$ cat config.mk
export PLATFORM = sky130hd
export DESIGN_NAME = mem_port_arbiter
export DESIGN_NICKNAME = d
export VERILOG_FILES = /design/src/rtl/mips_pkg.sv /design/src/rtl/mem_arb_age.sv /design/src/rtl/mem_port_arbiter.sv
export SDC_FILE = /design/constraint.sdc
export NUM_CORES = 1
export LEC_CHECK = 0
export ABC_AREA = 0
export BUFFER_PORTS_ARGS = -buffer_cell sky130_fd_sc_hd__buf_2
export CORE_MARGIN = 1.5
export CORE_UTILIZATION = 50
export CTS_CLUSTER_DIAMETER = 100
export DETAILED_ROUTE_END_ITERATION = 8
export GPL_TIMING_DRIVEN = 1
export PLACE_DENSITY = 0.85
export SKIP_CTS_REPAIR_TIMING = 1
export SLEW_MARGIN = 0
export SYNTH_ARGS = -nofsm -noshare
export SYNTH_HDL_FRONTEND = slang
export SYNTH_SLANG_ARGS = --single-unit
$ cat constraint.sdc
create_clock -name clk -period 3.8 [get_ports clk]
set_input_delay 0.19 -clock clk [delete_from_list [all_inputs] [get_ports clk]]
set_output_delay 0.19 -clock clk [all_outputs]
set_load 0.01 [all_outputs]
$ cat src/rtl/mips_pkg.sv
// Shared types for the MIPS memory-port arbiter: FSM state and grant encodings, default widths.
// Pure declarations; no logic, no latency, no flow control.
// Imported by mem_port_arbiter and mem_arb_age.
package mips_pkg;

    localparam int DEF_ADDR_W = 32;
    localparam int DEF_DATA_W = 32;

    typedef enum logic [1:0] {
        IDLE   = 2'd0,
        ACCESS = 2'd1,
        RESP   = 2'd2
    } arb_state_t;

    typedef enum logic {
        GNT_IF = 1'b0,
        GNT_D  = 1'b1
    } gnt_t;

endpackage

$ cat src/rtl/mem_arb_age.sv
// Starvation guard: counts data grants made while a fetch waits, raises force_if at MAX_RUN.
// Latency: force_if reflects every grant from the following cycle on.
// Backpressure: none; it only observes grants made by the arbiter.
module mem_arb_age
    import mips_pkg::*;
#(
    parameter int MAX_RUN = 4
) (
    input  logic clk,
    input  logic rst_n,
    input  logic gnt_vld,
    input  gnt_t gnt_sel,
    input  logic if_req,
    output logic force_if
);

    localparam int RUN_W = $clog2(MAX_RUN + 1);

    logic [RUN_W-1:0] run_cnt;

    // A data grant with no fetch waiting means nobody is being starved, so the run restarts.
    always_ff @(posedge clk or negedge rst_n) begin
        if (!rst_n) begin
            run_cnt <= '0;
        end else if (gnt_vld) begin
            if (gnt_sel == GNT_IF || !if_req) begin
                run_cnt <= '0;
            end else if (run_cnt != RUN_W'(MAX_RUN)) begin
                run_cnt <= run_cnt + RUN_W'(1);
            end
        end
    end

    assign force_if = (run_cnt == RUN_W'(MAX_RUN));

endmodule

$ cat src/rtl/mem_port_arbiter.sv
// Serialises IF-stage fetches and MEM-stage loads/stores onto one single-ported memory.
// Latency: request seen in IDLE cycle N -> m_en at N+1, ack at N+2+MEM_LAT; back-to-back spacing MEM_LAT+3.
// Backpressure: requests are held until a one-cycle ack; data wins unless a fetch has waited MAX_RUN grants.
module mem_port_arbiter
    import mips_pkg::*;
#(
    parameter int ADDR_W  = DEF_ADDR_W,
    parameter int DATA_W  = DEF_DATA_W,
    parameter int MEM_LAT = 2,
    parameter int MAX_RUN = 4
) (
    input  logic              clk,
    input  logic              rst_n,

    input  logic              if_req,
    input  logic [ADDR_W-1:0] if_addr,
    output logic              if_ack,
    output logic [DATA_W-1:0] if_rdata,

    input  logic              d_req,
    input  logic              d_we,
    input  logic [ADDR_W-1:0] d_addr,
    input  logic [DATA_W-1:0] d_wdata,
    output logic              d_ack,
    output logic [DATA_W-1:0] d_rdata,

    output logic              m_en,
    output logic              m_we,
    output logic [ADDR_W-1:0] m_addr,
    output logic [DATA_W-1:0] m_wdata,
    input  logic [DATA_W-1:0] m_rdata,

    output logic              busy
);

    localparam int LAT_W = $clog2(MEM_LAT + 1);

    arb_state_t       state;
    arb_state_t       state_nxt;
    gnt_t             gnt_sel;
    gnt_t             owner;
    logic             gnt_vld;
    logic             owner_we;
    logic             force_if;
    logic [LAT_W-1:0] lat_cnt;

    mem_arb_age #(
        .MAX_RUN (MAX_RUN)
    ) u_age (
        .clk      (clk),
        .rst_n    (rst_n),
        .gnt_vld  (gnt_vld),
        .gnt_sel  (gnt_sel),
        .if_req   (if_req),
        .force_if (force_if)
    );

    always_ff @(posedge clk or negedge rst_n) begin
        if (!rst_n) begin
            state <= IDLE;
        end else begin
            state <= state_nxt;
        end
    end

    // Requests are only looked at in IDLE, so a req still high during RESP is ignored until then.
    always_comb begin
        state_nxt = state;
        gnt_vld   = 1'b0;
        gnt_sel   = GNT_D;
        case (state)
            IDLE: begin
                if (d_req && !(if_req && force_if)) begin
                    gnt_vld = 1'b1;
                    gnt_sel = GNT_D;
                end else if (if_req) begin
                    gnt_vld = 1'b1;
                    gnt_sel = GNT_IF;
                end
                if (gnt_vld) begin
                    state_nxt = ACCESS;
                end
            end
            ACCESS: begin
                if (lat_cnt == '0) begin
                    state_nxt = RESP;
                end
            end
            RESP: begin
                state_nxt = IDLE;
            end
            default: begin
                state_nxt = IDLE;
            end
        endcase
    end

    // Memory strobe and its qualifiers live for the single cycle after the grant and are zero otherwise.
    always_ff @(posedge clk or negedge rst_n) begin
        if (!rst_n) begin
            owner    <= GNT_IF;
            owner_we <= 1'b0;
            lat_cnt  <= '0;
            m_en     <= 1'b0;
            m_we     <= 1'b0;
            m_addr   <= '0;
            m_wdata  <= '0;
            if_ack   <= 1'b0;
            d_ack    <= 1'b0;
            if_rdata <= '0;
            d_rdata  <= '0;
            busy     <= 1'b0;
        end else begin
            m_en    <= 1'b0;
            m_we    <= 1'b0;
            m_addr  <= '0;
            m_wdata <= '0;
            if_ack  <= 1'b0;
            d_ack   <= 1'b0;
            busy    <= (state_nxt != IDLE);

            if (gnt_vld) begin
                owner    <= gnt_sel;
                owner_we <= (gnt_sel == GNT_D) && d_we;
                lat_cnt  <= LAT_W'(MEM_LAT);
                m_en     <= 1'b1;
                if (gnt_sel == GNT_D) begin
                    m_we    <= d_we;
                    m_addr  <= d_addr;
                    m_wdata <= d_we ? d_wdata : '0;
                end else begin
                    m_addr  <= if_addr;
                end
            end else if (state == ACCESS) begin
                if (lat_cnt == '0) begin
                    if (owner == GNT_IF) begin
                        if_rdata <= m_rdata;
                        if_ack   <= 1'b1;
                    end else begin
                        d_ack <= 1'b1;
                        if (!owner_we) begin
                            d_rdata <= m_rdata;
                        end
                    end
                end else begin
                    lat_cnt <= lat_cnt - LAT_W'(1);
                end
            end
        end
    end

endmodule

# Word level (Yosys, flattened, before mapping)
# Cells that the tools add are included.
# W data, S select, Z words.
[totals]
rom_bits = 0
output_inout_bits = 133
register_bits = 142
mem_bits_rw = 0
mem_count = 0
inputBits = 133
latch_bits = 0
wordCells = 70
[classes]
addsub = 2
reduce_logical = 15
eq_ne = 4
bitwise = 4
mul = 0
n_div = 0
muxes = 31
n_shift = 0
n_lt_le_gt_ge = 0
[op_table]
columns = ["op", "n"]
rows = [
  ["$mux W32", 5],
  ["$mux W1", 18],
  ["$mux W2", 5],
  ["$mux W3", 2],
  ["$reduce_bool A2 Y1", 3],
  ["$reduce_and A5 Y1", 1],
  ["$logic_not A2 Y1", 2],
  ["$not A1 Y1", 4],
  ["$pmux W2 S2", 1],
  ["$reduce_and A2 Y1", 2],
  ["$reduce_and A4 Y1", 1],
  ["$add A3 B1 Y3 const B", 1],
  ["$eq A3 B3 Y1 const B", 1],
  ["$logic_and A1 B1 Y1", 3],
  ["$ne A3 B3 Y1 const B", 1],
  ["$eq A2 B1 Y1 const B", 1],
  ["$logic_not A1 Y1", 2],
  ["$ne A2 B2 Y1 const B", 1],
  ["$sub A2 B1 Y2 const B", 1],
  ["$logic_or A1 B1 Y1", 1],
]

# Depth between registers and ports, before layout
[logic_depth]
depth_word = 10
ltp_mapped = 7
mapped_depth_nobuf = 5

# Cells and area by module
# From an unflattened synthesis, not the netlist that was laid out.
[hier_totals]
cells_unflattened = 401
hier_area_um2 = 5800.6
[modules_own_cells]
columns = ["module", "area_each_um2", "seq_area_each_um2", "cells_per_inst", "n_inst"]
rows = [
  ["mem_port_arbiter", 5620.4, 3478.3, 383, 1],
  ["mem_arb_age", 180.2, 75.1, 18, 1],
]

# Worst setup path after synthesis
# Ideal clock, no wire load.
[synth_path]
path_type = "flip-flop to flip-flop"
start = "register lat_cnt[0]"
end = "register if_rdata[0]"
required_ns = 3.675
arrival_ns = 1.471
path_buffers = 2
path_stages_with_launch = 8
synth_period_minus_slack_ns = 1.596
path_slack_ns = 2.204
cell_sequence = "dfrtp_1 > inv_1 > ha_1 > and3b_1 > nor2b_1 > buf_6 > buf_6 > mux2_4"
[synth_via]
elab_chain_cells = 2
[synth_rtl]
columns = ["item", "line", "text"]
rows = [
  ["start: declaration", "mem_port_arbiter.sv:45", "logic [LAT_W-1:0] lat_cnt;"],
  ["start signal: assignment", "mem_port_arbiter.sv:125", "lat_cnt <= LAT_W'(MEM_LAT);"],
  ["start signal: assignment", "mem_port_arbiter.sv:146", "lat_cnt <= lat_cnt - LAT_W'(1);"],
  ["$logic_not A2 Y1", "mem_port_arbiter.sv:135", "if (lat_cnt == '0) begin"],
  ["$reduce_and A4 Y1 (no source line)", "-", ""],
  ["end signal: assignment", "mem_port_arbiter.sv:137", "if_rdata <= m_rdata;"],
  ["end: declaration", "mem_port_arbiter.sv:18", "output logic [DATA_W-1:0] if_rdata,"],
]
# No other way between the ends.
# A chain may end at the register's enable or synchronous reset.

# Final worst setup path
[layout_path]
start = "register u_age.run_cnt[0]"
end = "register m_wdata[10]"
[layout_via]
elab_chain_cells = 8
word_cells_on_any_way = 11
[layout_rtl]
columns = ["item", "line", "text"]
rows = [
  ["start: declaration", "mem_arb_age.sv:19", "logic [RUN_W-1:0] run_cnt;"],
  ["start signal: assignment", "mem_arb_age.sv:29", "run_cnt <= run_cnt + RUN_W'(1);"],
  ["$eq A3 B3 Y1 (*)", "mem_arb_age.sv:34", "assign force_if = (run_cnt == RUN_W'(MAX_RUN));"],
  ["$logic_and A1 B1 Y1 (*)", "mem_port_arbiter.sv:73", "if (d_req && !(if_req && force_if)) begin"],
  ["$logic_not A1 Y1 (*)", "mem_port_arbiter.sv:73", ""],
  ["$logic_and A1 B1 Y1 (*)", "mem_port_arbiter.sv:73", ""],
  ["$mux W1", "mem_port_arbiter.sv:73", ""],
  ["$mux W1", "mem_port_arbiter.sv:71", "case (state)"],
  ["$mux W32 or $mux W1 (tied branches)", "mem_port_arbiter.sv:127, mem_port_arbiter.sv:71", ""],
  ["$mux W32 (*)", "mem_port_arbiter.sv:122", "if (gnt_vld) begin"],
  ["end signal: assignment", "mem_port_arbiter.sv:130", "m_wdata <= d_we ? d_wdata : '0;"],
  ["end: declaration", "mem_port_arbiter.sv:30", "output logic [DATA_W-1:0] m_wdata,"],
]
# Every way passes the cells marked *; elsewhere a longest branch is shown, timed or not. The select of a mux whose other input is x is not followed.

==> results_dict.tcl <==
set metrics [dict create \
    status "finished clean" \
    dp_hpwl_microns 10000 \
    clkPwrFrac_pct 27.1 \
    synth_area_sq_um 5640 \
    hold_path_class "in2reg" \
    cp_cell_sequence "inv_1 > ha_1 > nand3_2 > and4_1 > and2_1" \
    clockRootBuffer "clkbuf_16" \
    antenna_found_initial 1 \
    crit_family "simple AND/OR/NAND/NOR gates" \
    path_buf_inv 1 \
    p_per_area_nw_per_um2 759 \
    drt_wl_total_microns 15200 \
    numClockSinks 142 \
    cts_tree "done" \
    final_common_cell "buf_2" \
    post_drt_wl_per_cell_microns 18.0 \
    worst_setup_path_end_kind "flop" \
    combPwrFrac_pct 34.1 \
    finalSetupViolCount 0 \
    report.final.slew_viol_count 0 \
    hold_viol 0 \
    clk_latency_ns 0.41 \
    ant_nets 0 \
    pwr-share-seq_pct 38.8 \
    grt_use_total_pct 24.0 \
    fp.dieH_microns 109 \
    max-vdd-ir-drop_uv 580 \
    grt_max_degree 106 \
    syn-instance-count 403 \
    first_global_vias 4270 \
    first_pass_iters 4 \
    switching_share_pct 31.8 \
    layout_common_cells "buf_2 (264), dfrtp_1 (142), nand3_1 (65)" \
    path_class "reg2reg" \
    crit_fanout 34 \
    io_buffer_count 265 \
    start_kind "flop" \
    yosysWarnings 0 \
    cts_made_buffers 17 \
    clk_path_buf_depth 2 \
    yosysTopAreaCell "dfrtp_1" \
    synth_area_leaders "dfrtp_1 (63%), mux2_4 (16%), nand3_1 (5.8%)" \
    vias 4405 \
    maxSlewHeadroom_pct 23.2 \
    via_per_inst 5.19 \
    ys_ff_latch 142 \
    yosysSeqAreaShare_pct 63.0 \
    p_leak_uw 0.00416 \
    layout-drive-gt1-share_pct 52.3 \
    p_sw_uw 1910 \
    drcViolationCount 0 \
    tightest_slew_ns 1.15 \
    power_uw 5990 \
    initialDrtViolationCount 222 \
    syn_nets 539 \
    syn_area_per_cell_sq_um 14.0 \
    rsz0062_at_grt "false" \
    clkSlewWorstSetupHoldPaths_ns 0.06 \
    core_sq_um 10900 \
    setup_slack_ns 1.26 \
    crit_required_ns 4.10 \
    min_period_ns 2.54 \
    grt_first_pass_wirelength_microns 21200 \
    slowest_stage "and4_1" \
    dp_cells 784 \
    fin_setup_tns_ns 0 \
    synth_top_area_share_pct 63.0 \
    post-place-ws_ns 1.20 \
    timing.fmax_mhz 393 \
    area_growth_pct 39.9 \
    period_share_pct 66.9 \
    gp_congestion 0.878 \
    initial_core_util_pct 51.6 \
    overflow 0 \
    maxCapViolCount 0 \
    skew_ns 0.00617 \
    die_w_microns 109 \
    finalNonFillerCells 848 \
    ios 266 \
    rows 38 \
    arrival_ns 2.84 \
    cpPeakStageDelay_ns 0.81 \
    die-area_sq_um 11900 \
    synth.distinct_cells 33 \
    num-nets-final 830 \
    htree_levels 4 \
    internal-power_uw 4080 \
]
## layer usage
layer | wire, microns | GRT usage [%]
met1 | 5680 | 27.2
met2 | 7970 | 41.2
met3 | 1260 | 7.77
met4 | 309 | 10.8
met5 | 0 | 0
## state kept, by name (all words and copies together) (netlist names)
signal,cells
d_rdata,32
if_rdata,32
m_addr,32
m_wdata,32
u_age.run_cnt,3
lat_cnt,2
state,2
busy,1
d_ack,1
if_ack,1
m_en,1
m_we,1
owner,1
owner_we,1
## area by class of cell
class | count | area [sq um]
inverters | 7 | 26.3
repair buffers | 301 | 1680
well taps | 140 | 175
clock buffers | 19 | 443
fillers | 719 | 3050
multi-input cells | 225 | 1870
diodes | 1 | 2.50
clock inverters | 13 | 141
flip-flops and latches | 142 | 3550
## logic make-up after synthesis
logic type	count (synthesis)	share of synthesized area [%]
flops	142	63.0
simple gates	114	11.3
mux	64	16.7
compound gates	43	4.17
buf+inv	36	4.04
fa+ha+maj	3	0.666
xor+xnor	1	0.155
## through the flow
stage	hold WS (ns)	util (%)	area, sq um
after floorplan	-0.106	-	5640
after global placement	0.357	63.9	6990
after detailed placement	0.376	63.9	6990
after CTS	-0.0704	69.3	7580
after global routing	0.00777	72.1	7890
final	0.00847	72.1	7890
## synth_stat cells
| cell | n |
|---|---|
| nand3_1 | 65 |
| buf_6 | 5 |
| and3b_1 | 1 |
| o21ai_1 | 1 |
| buf_2 | 5 |
| nand2_1 | 5 |
| o21ai_0 | 2 |
| ha_1 | 3 |
| a21oi_1 | 33 |
| buf_1 | 4 |
| buf_12 | 3 |
| mux2_4 | 59 |
| or2_1 | 1 |
| xnor2_1 | 1 |
| a21bo_2 | 1 |
| clkbuf_1 | 12 |
| nor3b_1 | 1 |
| a21o_1 | 1 |
| and2_1 | 32 |
| o211ai_1 | 1 |
| a31oi_1 | 1 |
| nor2_1 | 3 |
| nor2b_4 | 1 |
| and4_1 | 1 |
| and4b_1 | 1 |
| dfrtp_1 | 142 |
| inv_1 | 7 |
| nand3_2 | 1 |
| a2111o_1 | 1 |
| nor2b_1 | 1 |
| mux2_2 | 5 |
| or3b_2 | 1 |
| o22ai_1 | 2 |
## power groups by stage
stage | Combinational [uW] | Sequential, uW | Clock [uW]
after floorplan | 1020 | 2530 | 0
after global placement | 1930 | 2300 | 0
after detailed placement | 1990 | 2330 | 0
after CTS | 2030 | 2330 | 1640
after global routing | 2200 | 2380 | 1700
final | 2040 | 2330 | 1620
## final timing paths
check,startpoint,end,slack [ns],depth (start not counted)
setup reg to reg,u_age.run_cnt[0],m_wdata[10],1.26,5
hold reg to reg,d_rdata[6],d_rdata[6],0.50,1
setup / recovery,u_age.run_cnt[0],m_wdata[10],1.26,5
hold / removal,d_wdata[30],m_wdata[30],0.008,2
max in group asynchronous,rst_n,m_wdata[18],2.47,3
min in group asynchronous,rst_n,m_addr[27],0.46,2
Note: power is estimated with default switching activity, not from simulation.
